<file path="config.mk">
export PLATFORM = sky130hd
export DESIGN_NAME = lcd_stream_ctrl
export DESIGN_NICKNAME = d
export VERILOG_FILES = /design/src/rtl/lcd_stream_ctrl.sv
export SDC_FILE = /design/constraint.sdc
export NUM_CORES = 1
export LEC_CHECK = 0
export CAP_MARGIN = 25
export CORE_ASPECT_RATIO = 0.8
export CORE_MARGIN = 10
export CORE_UTILIZATION = 55
export DETAILED_ROUTE_END_ITERATION = 16
export PLACE_DENSITY = 0.77
export SLEW_MARGIN = 20
export SYNTH_ARGS = -nofsm -noshare
export SYNTH_HDL_FRONTEND = slang
export SYNTH_SLANG_ARGS = --single-unit
export TNS_END_PERCENT = 1
</file>
<file path="constraint.sdc">
create_clock -name CLK -period 4.8 [get_ports CLK]
set_clock_uncertainty 0.2 [all_clocks]
set_input_delay 0.96 -clock CLK [delete_from_list [all_inputs] [get_ports CLK]]
set_output_delay 0.96 -clock CLK [all_outputs]
set_load 0.02 [all_outputs]
</file>
<file path="src/rtl/lcd_stream_ctrl.sv">
// Character-stream front end for the character-LCD driver: buffers chars and home
// commands, tracks the row/column cursor and issues one flow-controlled write per char.
module lcd_stream_ctrl #(
  parameter int ROWS       = 2,
  parameter int COLS       = 16,
  parameter int FIFO_DEPTH = 4,
  parameter int WRAP       = 1,
  localparam int RW = (ROWS > 1) ? $clog2(ROWS) : 1,
  localparam int CW = $clog2(COLS)
) (
  input  logic          CLK,
  input  logic          RST,
  input  logic          valid_i,
  input  logic [7:0]    char,
  output logic          ready_o,
  input  logic          start_update,
  input  logic          lcd_busy,
  output logic          lcd_we,
  output logic [RW-1:0] lcd_row,
  output logic [CW-1:0] lcd_col,
  output logic [7:0]    lcd_char,
  output logic          update,
  output logic          frame_full,
  output logic          overflow
);

  localparam int AW = $clog2(FIFO_DEPTH);
  localparam bit NOWRAP = (WRAP == 0);
  localparam logic [RW-1:0] ROW_LAST = RW'(ROWS - 1);
  localparam logic [CW-1:0] COL_LAST = CW'(COLS - 1);
  localparam logic [1:0] S_IDLE = 2'd0;
  localparam logic [1:0] S_GAP  = 2'd1;
  localparam logic [1:0] S_WAIT = 2'd2;

  logic [8:0]    mem_r [FIFO_DEPTH];
  logic [AW:0]   wr_ptr_r;
  logic [AW:0]   rd_ptr_r;
  logic          home_pend_r;
  logic          full_s;
  logic          empty_s;
  logic          push_s;
  logic [8:0]    push_data_s;
  logic          pop_s;
  logic [8:0]    head_s;
  logic [1:0]    state_r;
  logic [RW-1:0] row_r;
  logic [CW-1:0] col_r;
  logic          last_done_r;
  logic          wrote_r;
  logic          at_last_s;

  // The extra pointer bit distinguishes full from empty when the indices match.
  assign full_s    = (wr_ptr_r[AW] != rd_ptr_r[AW]) && (wr_ptr_r[AW-1:0] == rd_ptr_r[AW-1:0]);
  assign empty_s   = (wr_ptr_r == rd_ptr_r);
  assign ready_o   = !full_s && !start_update && !home_pend_r;
  assign head_s    = mem_r[rd_ptr_r[AW-1:0]];
  assign at_last_s = (row_r == ROW_LAST) && (col_r == COL_LAST);

  // Push select: a home command (new or pending) wins over an offered char.
  always_comb begin
    push_s      = 1'b0;
    push_data_s = 9'h000;
    if ((start_update || home_pend_r) && !full_s) begin
      push_s      = 1'b1;
      push_data_s = 9'h100;
    end else if (valid_i && ready_o) begin
      push_s      = 1'b1;
      push_data_s = {1'b0, char};
    end else begin
      push_s      = 1'b0;
    end
  end

  // Pop whenever IDLE can consume the head entry this cycle.
  always_comb begin
    pop_s = 1'b0;
    if (state_r == S_IDLE && !empty_s) begin
      pop_s = head_s[8] || (NOWRAP && last_done_r) || !lcd_busy;
    end else begin
      pop_s = 1'b0;
    end
  end

  // FIFO storage; contents need no reset because the pointers define validity.
  always_ff @(posedge CLK) begin
    if (push_s) begin
      mem_r[wr_ptr_r[AW-1:0]] <= push_data_s;
    end
  end

  // FIFO pointers and the deferred home command.
  always_ff @(posedge CLK or negedge RST) begin
    if (!RST) begin
      wr_ptr_r    <= {(AW+1){1'b0}};
      rd_ptr_r    <= {(AW+1){1'b0}};
      home_pend_r <= 1'b0;
    end else begin
      if (push_s) wr_ptr_r <= wr_ptr_r + {{AW{1'b0}}, 1'b1};
      if (pop_s)  rd_ptr_r <= rd_ptr_r + {{AW{1'b0}}, 1'b1};
      if (start_update && full_s) begin
        home_pend_r <= 1'b1;
      end else if (home_pend_r && !full_s) begin
        home_pend_r <= 1'b0;
      end
    end
  end

  // Write sequencer: IDLE issues, GAP advances the cursor, WAIT follows lcd_busy.
  always_ff @(posedge CLK or negedge RST) begin
    if (!RST) begin
      state_r     <= S_IDLE;
      row_r       <= {RW{1'b0}};
      col_r       <= {CW{1'b0}};
      last_done_r <= 1'b0;
      wrote_r     <= 1'b0;
      lcd_we      <= 1'b0;
      lcd_row     <= {RW{1'b0}};
      lcd_col     <= {CW{1'b0}};
      lcd_char    <= 8'h00;
      update      <= 1'b0;
      frame_full  <= 1'b0;
      overflow    <= 1'b0;
    end else begin
      lcd_we     <= 1'b0;
      update     <= 1'b0;
      frame_full <= 1'b0;
      case (state_r)
        S_IDLE: begin
          if (!empty_s) begin
            if (head_s[8]) begin
              row_r       <= {RW{1'b0}};
              col_r       <= {CW{1'b0}};
              overflow    <= 1'b0;
              last_done_r <= 1'b0;
            end else if (NOWRAP && last_done_r) begin
              overflow <= 1'b1;
            end else if (!lcd_busy) begin
              lcd_we   <= 1'b1;
              lcd_row  <= row_r;
              lcd_col  <= col_r;
              lcd_char <= head_s[7:0];
              wrote_r  <= 1'b1;
              state_r  <= S_GAP;
            end
          end else if (wrote_r) begin
            update  <= 1'b1;
            wrote_r <= 1'b0;
          end
        end
        S_GAP: begin
          frame_full <= at_last_s;
          // Without wrap the cursor parks on the last cell and later chars are dropped.
          if (NOWRAP && at_last_s) begin
            last_done_r <= 1'b1;
          end else if (col_r == COL_LAST) begin
            col_r <= {CW{1'b0}};
            row_r <= (row_r == ROW_LAST) ? {RW{1'b0}} : row_r + RW'(1);
          end else begin
            col_r <= col_r + CW'(1);
          end
          state_r <= S_WAIT;
        end
        S_WAIT: begin
          if (!lcd_busy) state_r <= S_IDLE;
        end
        default: begin
          state_r <= S_IDLE;
        end
      endcase
    end
  end

endmodule

</file>
======== Word-level counts from Yosys, hierarchy flattened ========
Memories as Yosys holds them, arrays and structs flattened.
Index checks and enable logic that the tools add are counted.
word-level totals
  word-level logic and storage cells ...... 93
  RAM bits ................................ 36
  output and inout port bits .............. 18
  bits of input ports ..................... 13
  bits in registers ....................... 31
  memories kept ........................... 1
operators by class
  multiplexer cells ....................... 34
  $add $sub $neg .......................... 4
  equality and inequality tests ........... 14
  reductions and logical operators ........ 24
  bitwise logic cells ..................... 3
memory list
  memory  words  bits a word  read ports  clocked after memory_dff  wr ports  line  source
  mem_r   4      9            1           0                         1         35    logic [8:0] mem_r [FIFO_DEPTH];
operator list
  cell                   count
  $mux W1                22
  $ne A2 B2 Y1 const B   7
  $mux W4                3
  $reduce_and A4 Y1      3
  $logic_and A1 B1 Y1    9
  $mux W9                1
  $mux W2                4
  $mux W8                1
  $pmux W4 S2            1
  $add A3 B1 Y3 const B  2
  $pmux W2 S3            1
  $reduce_and A3 Y1      2
  $logic_not A1 Y1       5
  $add A4 B1 Y4 const B  1
  $eq A4 B4 Y1 const B   1
  $reduce_bool A2 Y1     2
  $eq A3 B3 Y1           1
  $not A1 Y1             3
  $eq A2 B1 Y1 const B   1
  $eq A2 B2 Y1           1
  $eq A2 B2 Y1 const B   1
  $logic_not A2 Y1       1
  $logic_or A1 B1 Y1     2
  $ne A2 B1 Y1 const B   1
  other kinds (3)        3

======== Depth between registers and ports, before layout ========
Gate-level depths: netlist of run 1.
  word-level depth ........................ 10
  gate-level depth with buffers ........... 7
  depth with buffers taken out ............ 5

======== Least setup slack after synthesis of run 1 ========
No wires, ideal clock.
  path type ............................... input to output
  start point ............................. in start_update
  end point ............................... out ready_o
  data required time ...................... 3.640 ns
  data arrival time ....................... 1.457 ns
  setup slack ............................. 2.183 ns
  buffers on the path ..................... 0
  stages .................................. 1
  cell sequence ........................... nor3_1
between the ends
  word-level cells in the longest chain between the ends .. 3
RTL lines
  element                           line  source
  start, declared                   16    input logic start_update,
  $logic_not A1 Y1                  55    assign ready_o = !full_s && !start_update && !home_pend_r;
  $logic_and A1 B1 Y1 (2 in a row)  55
  end, declared                     15    output logic ready_o,
No other way between the ends.

======== Worst setup path after layout of run 1 ========
  start point ............................. reg rd_ptr_r[1]
  end point ............................... out ready_o
between the ends
  word-level cells in the longest chain between the ends .. 5
RTL lines
  element                           line  source
  start, declared                   37    logic [AW:0] rd_ptr_r;
  start signal, assigned            95    rd_ptr_r <= {(AW+1){1'b0}};
  start signal, assigned            99    if (pop_s) rd_ptr_r <= rd_ptr_r + {{AW{1'b0}}, 1'b1};
  $eq A2 B2 Y1                      53    assign full_s = (wr_ptr_r[AW] != rd_ptr_r[AW]) && (wr_ptr_r[AW-1:0] == rd_ptr_r[AW-1:0]);
  $logic_and A1 B1 Y1               53
  $logic_not A1 Y1                  55
  $logic_and A1 B1 Y1 (2 in a row)  55
No other way between the ends.

==> impl_results.md, run 1 <==
- Critical Path End Type: primary output
- Switch share: 34.40%
- GR Overflow Total: 0
- CP arrival: 2.39 ns
- # nets final: 241
- Worst VDD drop: 0.0004840 V
- Syn nets: 205
- Area of the mapped netlist: 0.002836 mm²
- Slew headroom: 56.38%
- Initial antenna violation count: 0
- CP max stage delay: 0.74 ns
- NetSw: 0.8234 mW
- Share of layout cells above drive strength 1: 11.89%
- Pint: 1.570 mW
- Num CTS Buffers: 9
- Final Hold Fails: 0
- Lkg Pwr: 1.328 nW
- Post-synth EDFFs: 36
- Hpwl dp: 3.601 mm
- Vias in the first global route: 1760
- Sequential cell area fraction in the yosys report: 65.46%
- Synthesis-to-layout area growth: 19.72%
- Critical path type: reg2out
- Worst skew pair latency: 0.33 ns
- Yosys warnings: 0
- Status: complete, no violations
- Reg clk slew, reported paths: 0.07 ns
- Slowest cell on the critical path: dfrtp_1
- Post-cts sizing count: 0
- Synthesized area per cell: 15.25 µm²
- Die height: 84.23 µm
- Crit path max fanout: 14
- Slew Limit Fails: 0
- CTS Sinks: 67
- Top Ports: 31
- Async set or reset register ratio after synthesis: 46.27%
- Flops & latches, synth: 67
- Synth cell types: 39
- Worst Setup Start Kind: register
- Max Fclk: 0.2820 GHz
- CTS Root Cell: clkbuf_8
- Final Cycle Share: 73.87%
- Type of the worst min-delay path: reg2reg
- Slew @ Worst Pin: 0.6543 ns
- Top sig layer: met4
- Die width: 100.3 µm
- Clock Power Share: 20.4%
- Setup TNS: 0 ns
- N_diodes: 0
- Main synth FF type: edfxtp_1
- PwrDens: 704.9 mW/mm²
- Area after DPL: 0.003187 mm²
- TritonCTS clock tree: done
- Drt total wl: 5.147 mm
- Wirelength per Cell: 17.81 µm
- Iter 0 DRT Violations: 125
- 1st-pass router iterations: 4
- CTS Buffer Depth: 2
- DRT antenna net count: 0
- # Post-CTS Setup Buffers: 0
- Crit path cell chain: xnor2_1, and3_1, nor3_1, clkdlybuf4s50_1
- Final setup viols: 0
- Mapped Cells: 186
- Gate power share: 37.7%
- Minimum clock period: 3.546 ns
- Pin count of the biggest net entering global routing: 17
- Drt drc: 0
- Vias: 1612
- M1 WL: 2.260 mm
- # Max-Cap Violations: 0
- Synth top area cells: edfxtp_1 (38%), dfrtp_1 (27%), mux4_2 (7.1%), mux2_1 (5.2%), and2_1 (2.6%)
- Number of core rows: 23
- Core area: 0.005007 mm²
- Die area: 0.008447 mm²
- Vias per cell: 5.578
- Flop pwr share: 41.9%
- Non-filler cells, final: 289
- DP Cell Count: 273
- Gr usage total: 13.21%
- Met2 WL: 2.511 mm
- First-pass GRT wire length: 8.735 mm
- CP Data Required Time: 3.64 ns
- I/O Buffers: 29
- Number of H-tree levels: 3
- WHS: 0.2845 ns
- Gpl congestion: 0.8106
- Yosys top cell area share: 38.11%
- Yosys top cell by area: edfxtp_1
- Final instance area: 0.003396 mm²
- RSZ-0062 raised after global routing: no
- Met3 routed WL: 320 µm
- Initial core utilization: 56.65%
- Register-to-Register Setup Slack: 2.01 ns
- Hold_buf cts: 0
state kept, by name, indices dropped and copies added, names as in the netlist, 2 cells and up:
name      cells
rd_ptr_r      3
wr_ptr_r      3
lcd_col       4
state_r       2
lcd_char      8
mem_r        36
col_r         4
routing by layer:
| metal | vias to the layer above | track usage [%] |
|---|---|---|
| li1 | 758 | - |
| met1 | 802 | 15.62 |
| met2 | 46 | 20.60 |
| met3 | 6 | 6.388 |
| met4 | 0 | 4.487 |
| met5 | - | 0 |
cells in the mapped netlist (2+ instances only):
cell	n
mux2_1	13
o21ai_0	2
nand2_1	8
nor2b_1	2
and3_1	3
buf_4	2
mux2i_1	2
and2_1	12
a21oi_1	8
clkbuf_1	2
o21ai_1	3
nor2_1	6
nor3_1	4
inv_1	6
buf_2	2
xor2_1	4
mux4_2	9
edfxtp_1	36
ha_1	6
nand3_1	2
xnor2_1	4
a31oi_1	3
dfrtp_1	31
final cells by class:
class                   instances  area [µm²]
fillers                       349        1612
inverters                       6       22.52
clock inverters                 5       77.57
clock buffers                  11       131.4
flip-flops and latches         67        1857
repair buffers                 32       320.3
multi-input cells             106       909.6
well taps                      62       77.57
power by group through the flow:
stage / Combinational, mW / Sequential, mW / Clock, mW
5_1_grt: 0.987 / 1.03 / 0.531
3_5_place_dp: 0.907 / 1.01 / 0
4_1_cts: 0.915 / 1.01 / 0.500
3_3_place_gp: 0.872 / 0.996 / 0
6_report: 0.902 / 1.00 / 0.489
2_1_floorplan: 0.616 / 1.02 / 0
final timing paths:
path | from | endpoint | cells after the start
max | rd_ptr_r[1] | ready_o | 4
max in group asynchronous | RST | state_r[0] | 3
max reg2reg | rd_ptr_r[0] | lcd_char[0] | 5
min reg2reg | lcd_char[1] | lcd_char[1] | 1
min | lcd_char[1] | lcd_char[1] | 1
min in group asynchronous | RST | lcd_char[3] | 1
critical path, delay by kind of cell (launching register included):
family | cells | cell delay [ns]
simple gates | 2 | 0.40
buf+inv | 1 | 0.64
xor+xnor | 1 | 0.27
flops | 1 | 0.74
kinds of logic after synthesis:
family                   after synthesis  synth area share, %
flip-flops                            67                65.46
AND/OR/NAND/NOR                       44                8.867
multiplexers                          24                13.01
AO/OA/AOI/OAI                         23                4.941
buffers and inverters                 13                2.470
XOR/XNOR                               8                2.470
adder cells (fa/ha/maj)                6                2.647
other                                  1               0.1322
through the flow:
stage	power, mW	util, %	worst slack [ns]
2_1_floorplan	1.634	-	2.183
3_3_place_gp	1.868	63.34	1.412
3_5_place_dp	1.920	63.64	1.362
4_1_cts	2.421	67.82	1.201
5_1_grt	2.550	67.82	1.091
6_report	2.394	67.82	1.254
layout by cell type (no fill, tap or decap), types with 2 or more instances in the layout:
cell type and n:
edfxtp_1 36, clkbuf_1 2, buf_4 2, xnor2_1 4, inv_1 6, mux2i_1 2
xor2_1 4, and2_1 12, nand3_1 2, dfrtp_1 31, clkbuf_8 9, clkdlybuf4s50_1 29
bufinv_16 2, a21oi_1 8, mux4_2 9, nor3_1 4, and3_1 3, a31oi_1 3
nand2_1 8, clkinv_2 2, o21ai_0 2, o21ai_1 3, mux2_1 13, nor2_1 6
ha_1 6, nor2b_1 2
Note: power is estimated with default switching activity, not from simulation.
==> inputs of run 2 (changes only) <==
--- a/config.mk
+++ b/config.mk
@@ -8,9 +8,9 @@
 export CAP_MARGIN = 25
 export CORE_ASPECT_RATIO = 0.8
 export CORE_MARGIN = 10
-export CORE_UTILIZATION = 55
+export CORE_UTILIZATION = 50
 export DETAILED_ROUTE_END_ITERATION = 16
-export PLACE_DENSITY = 0.77
+export PLACE_DENSITY = 0.74
 export SLEW_MARGIN = 20
 export SYNTH_ARGS = -nofsm -noshare
 export SYNTH_HDL_FRONTEND = slang
==> constraint.sdc (replaced) <==
create_clock -name CLK -period 2.9 [get_ports CLK]
set_clock_uncertainty 0.2 [all_clocks]
set_input_delay 0.58 -clock CLK [delete_from_list [all_inputs] [get_ports CLK]]
set_output_delay 0.58 -clock CLK [all_outputs]
set_load 0.02 [all_outputs]
==> run 2 against run 1 <==
Compared with the run above: sequential power grew 63%; flip-flop and latch count is the same; combinational power grew 78%; wire length fell by 6.7%; global-route usage fell by 1.6 points; sequential share of layout area shrank 0.66 points; critical path depth stayed put; critical endpoint unchanged; largest power group unchanged.
==> impl_results.md, run 2 (same netlist as run 1, synthesis figures left out) <==
- Pint: 2.541 mW (+62%)
- CP Data Required Time: 2.12 ns (-1.52 ns)
- CP arrival: 1.95 ns (-0.44 ns)
- Wirelength per Cell: 15.35 µm (-14%)
- Gate power share: 41.6% (+3.9 points)
- # Max-Cap Violations: 0 (unchanged)
- Iter 0 DRT Violations: 82 (-34%)
- DRT antenna net count: 0 (unchanged)
- Number of H-tree levels: 3 (unchanged)
- 1st-pass router iterations: 4 (unchanged)
- Type of the worst min-delay path: reg2reg
- CTS Buffer Depth: 2 (unchanged)
- Top Ports: 31 (unchanged)
- Worst VDD drop: 0.0006877 V (+42%)
- Clock Power Share: 16.3% (-4.1 points)
- Core area: 0.005465 mm² (+9.1%)
- Slew Limit Fails: 0 (unchanged)
- Num CTS Buffers: 9 (unchanged)
- Share of layout cells above drive strength 1: 14.89% (+3.0 points)
- Initial core utilization: 51.90% (-4.7 points)
- NetSw: 1.327 mW (+61%)
- Critical Path End Type: primary output
- Area after DPL: 0.003259 mm² (+2.3%)
- Crit path max fanout: 6 (-8)
- # fillers: 428 (+23%)
- Worst Setup Start Kind: register
- Initial antenna violation count: 0 (unchanged)
- Switch share: 34.30% (-0.093 points)
- CTS Sinks: 67 (unchanged)
- Die width: 104.2 µm (+3.9%)
- Vias: 1596 (-0.99%)
- Pin count of the biggest net entering global routing: 32 (+15)
- RSZ-0062 raised after global routing: no
- Worst skew pair latency: 0.32 ns (about the same)
- WHS: 0.2819 ns (-0.002558 ns)
- Max Fclk: 0.3666 GHz
- Synthesis-to-layout area growth: 21.17%
- GR Overflow Total: 0 (unchanged)
- Hpwl dp: 3.509 mm (-2.6%)
- Number of core rows: 24 (+4.3%)
- Drt total wl: 4.803 mm (-6.7%)
- N_diodes: 0 (unchanged)
- Drt drc: 0 (unchanged)
- Final Hold Fails: 0 (unchanged)
- Die area: 0.009104 mm² (+7.8%)
- Commonest non-fill, non-tap cell in the layout: edfxtp_1
- # nets final: 249 (+3.3%)
- Final Cycle Share: 94.05%
- Vias in the first global route: 1617 (-8.1%)
- Die height: 87.37 µm (+3.7%)
- Reg clk slew, reported paths: 0.07 ns (about the same)
- I/O Buffers: 29 (unchanged)
- Gpl congestion: 0.7734 (-4.6%)
- Setup TNS: 0 ns (unchanged)
- CTS Root Cell: clkbuf_8
- DP Cell Count: 297 (+8.8%)
- Gr usage total: 11.60% (-1.6 points)
- Status: complete, no violations
- Final instance area: 0.003437 mm² (+1.2%)
- Critical path type: reg2out
- Number of flip-flops in the largest register: 36 (unchanged)
- TritonCTS clock tree: done
- Most frequent cells in the layout: edfxtp_1 (36), dfrtp_1 (31), clkdlybuf4s50_1 (29)
- Vias per cell: 5.099 (-8.6%)
- PwrDens: 1125 mW/mm² (+60%)
- Lkg Pwr: 1.355 nW (+2.0%)
- # Post-CTS Setup Buffers: 0 (unchanged)
- Flop pwr share: 42.0% (about the same)
- Final setup viols: 0 (unchanged)
- Minimum clock period: 2.727 ns
- First-pass GRT wire length: 8.231 mm (-5.8%)
- Non-filler cells, final: 313 (+8.3%)
## run 2: cell types whose count changed in the layout (fill, tap and decap cells not counted)
cell / delta
buf_4: +9
buf_8: -1
bufinv_16: -2
clkbuf_1: +1
clkbuf_8: +1
clkinv_1: +1
clkinvlp_4: -1
xnor2_1: -1
xnor2_2: +1
xor2_1: -1
xor2_2: +1
## run 2: cell type report
type,instances,area [µm²],area share [%]
clock buffers,13,148.9,4.332
clock inverters,3,13.76,0.4004
well taps,78,97.59,2.839
multi-input cells,106,924.6,26.90
flip-flops and latches,67,1857,54.02
inverters,6,22.52,0.6553
repair buffers,40,372.9,10.85
## run 2: stage by stage
step | power [mW] | setup WS (ns) | util (%)
detailed placement | 3.260 | 0.2551 | 59.64
global route | 4.166 | 0.003852 | 62.89
floorplan | 2.704 | 0.6670 | -
CTS | 3.900 | 0.1234 | 62.61
finish | 3.867 | 0.1725 | 62.89
global placement | 3.219 | 0.2795 | 59.64
## run 2: path summary, 6_finish.rpt
kind / startpoint / to / slack (ns) / cells after the start
max: rd_ptr_r[2] / ready_o / 0.17 / 4
min: lcd_char[4] / lcd_char[4] / 0.28 / 1
max reg2reg: rd_ptr_r[0] / lcd_col[2] / 0.37 / 6
min reg2reg: lcd_char[4] / lcd_char[4] / 0.28 / 1
max in group asynchronous: RST / lcd_char[0] / 1.75 / 2
min in group asynchronous: RST / lcd_char[7] / 0.44 / 2
## run 2: timing repair
action,CTS,global route
setup endpoints to repair,0,1
endpoints found under the hold margin,0,0
resized for setup,0,2
hold buffers,0,0
## run 2: routing by layer
layer	track usage [%]	share of wire, %	vias to the layer above
met5	0	0	-
met3	3.698	5.2	6
met2	18.28	47	36
li1	-	-	773
met4	5.801	1.1	0
met1	14.25	46	781
## run 2: power by group through the flow
stage	clock network, mW	registers (mW)	logic [mW]
final	0.632	1.63	1.61
after floorplan	0	1.68	1.02
after global routing	0.695	1.67	1.80
after global placement	0	1.62	1.60
after detailed placement	0	1.64	1.62
after CTS	0.651	1.62	1.63
## run 2: critical path, cell delays in order (launching register included)
cell             delay [ns]
dfrtp_1                0.42
xor2_2                 0.22
and3_1                 0.22
nor3_1                 0.12
clkdlybuf4s50_1        0.64
==> inputs of run 3 (changes only) <==
--- a/config.mk
+++ b/config.mk
@@ -11,7 +11,6 @@
 export CORE_UTILIZATION = 50
 export DETAILED_ROUTE_END_ITERATION = 16
 export PLACE_DENSITY = 0.74
-export SLEW_MARGIN = 20
 export SYNTH_ARGS = -nofsm -noshare
 export SYNTH_HDL_FRONTEND = slang
 export SYNTH_SLANG_ARGS = --single-unit
==> results of run 3 <==
Same layout as run 2: the final DEF is identical, and so are final timing and power.
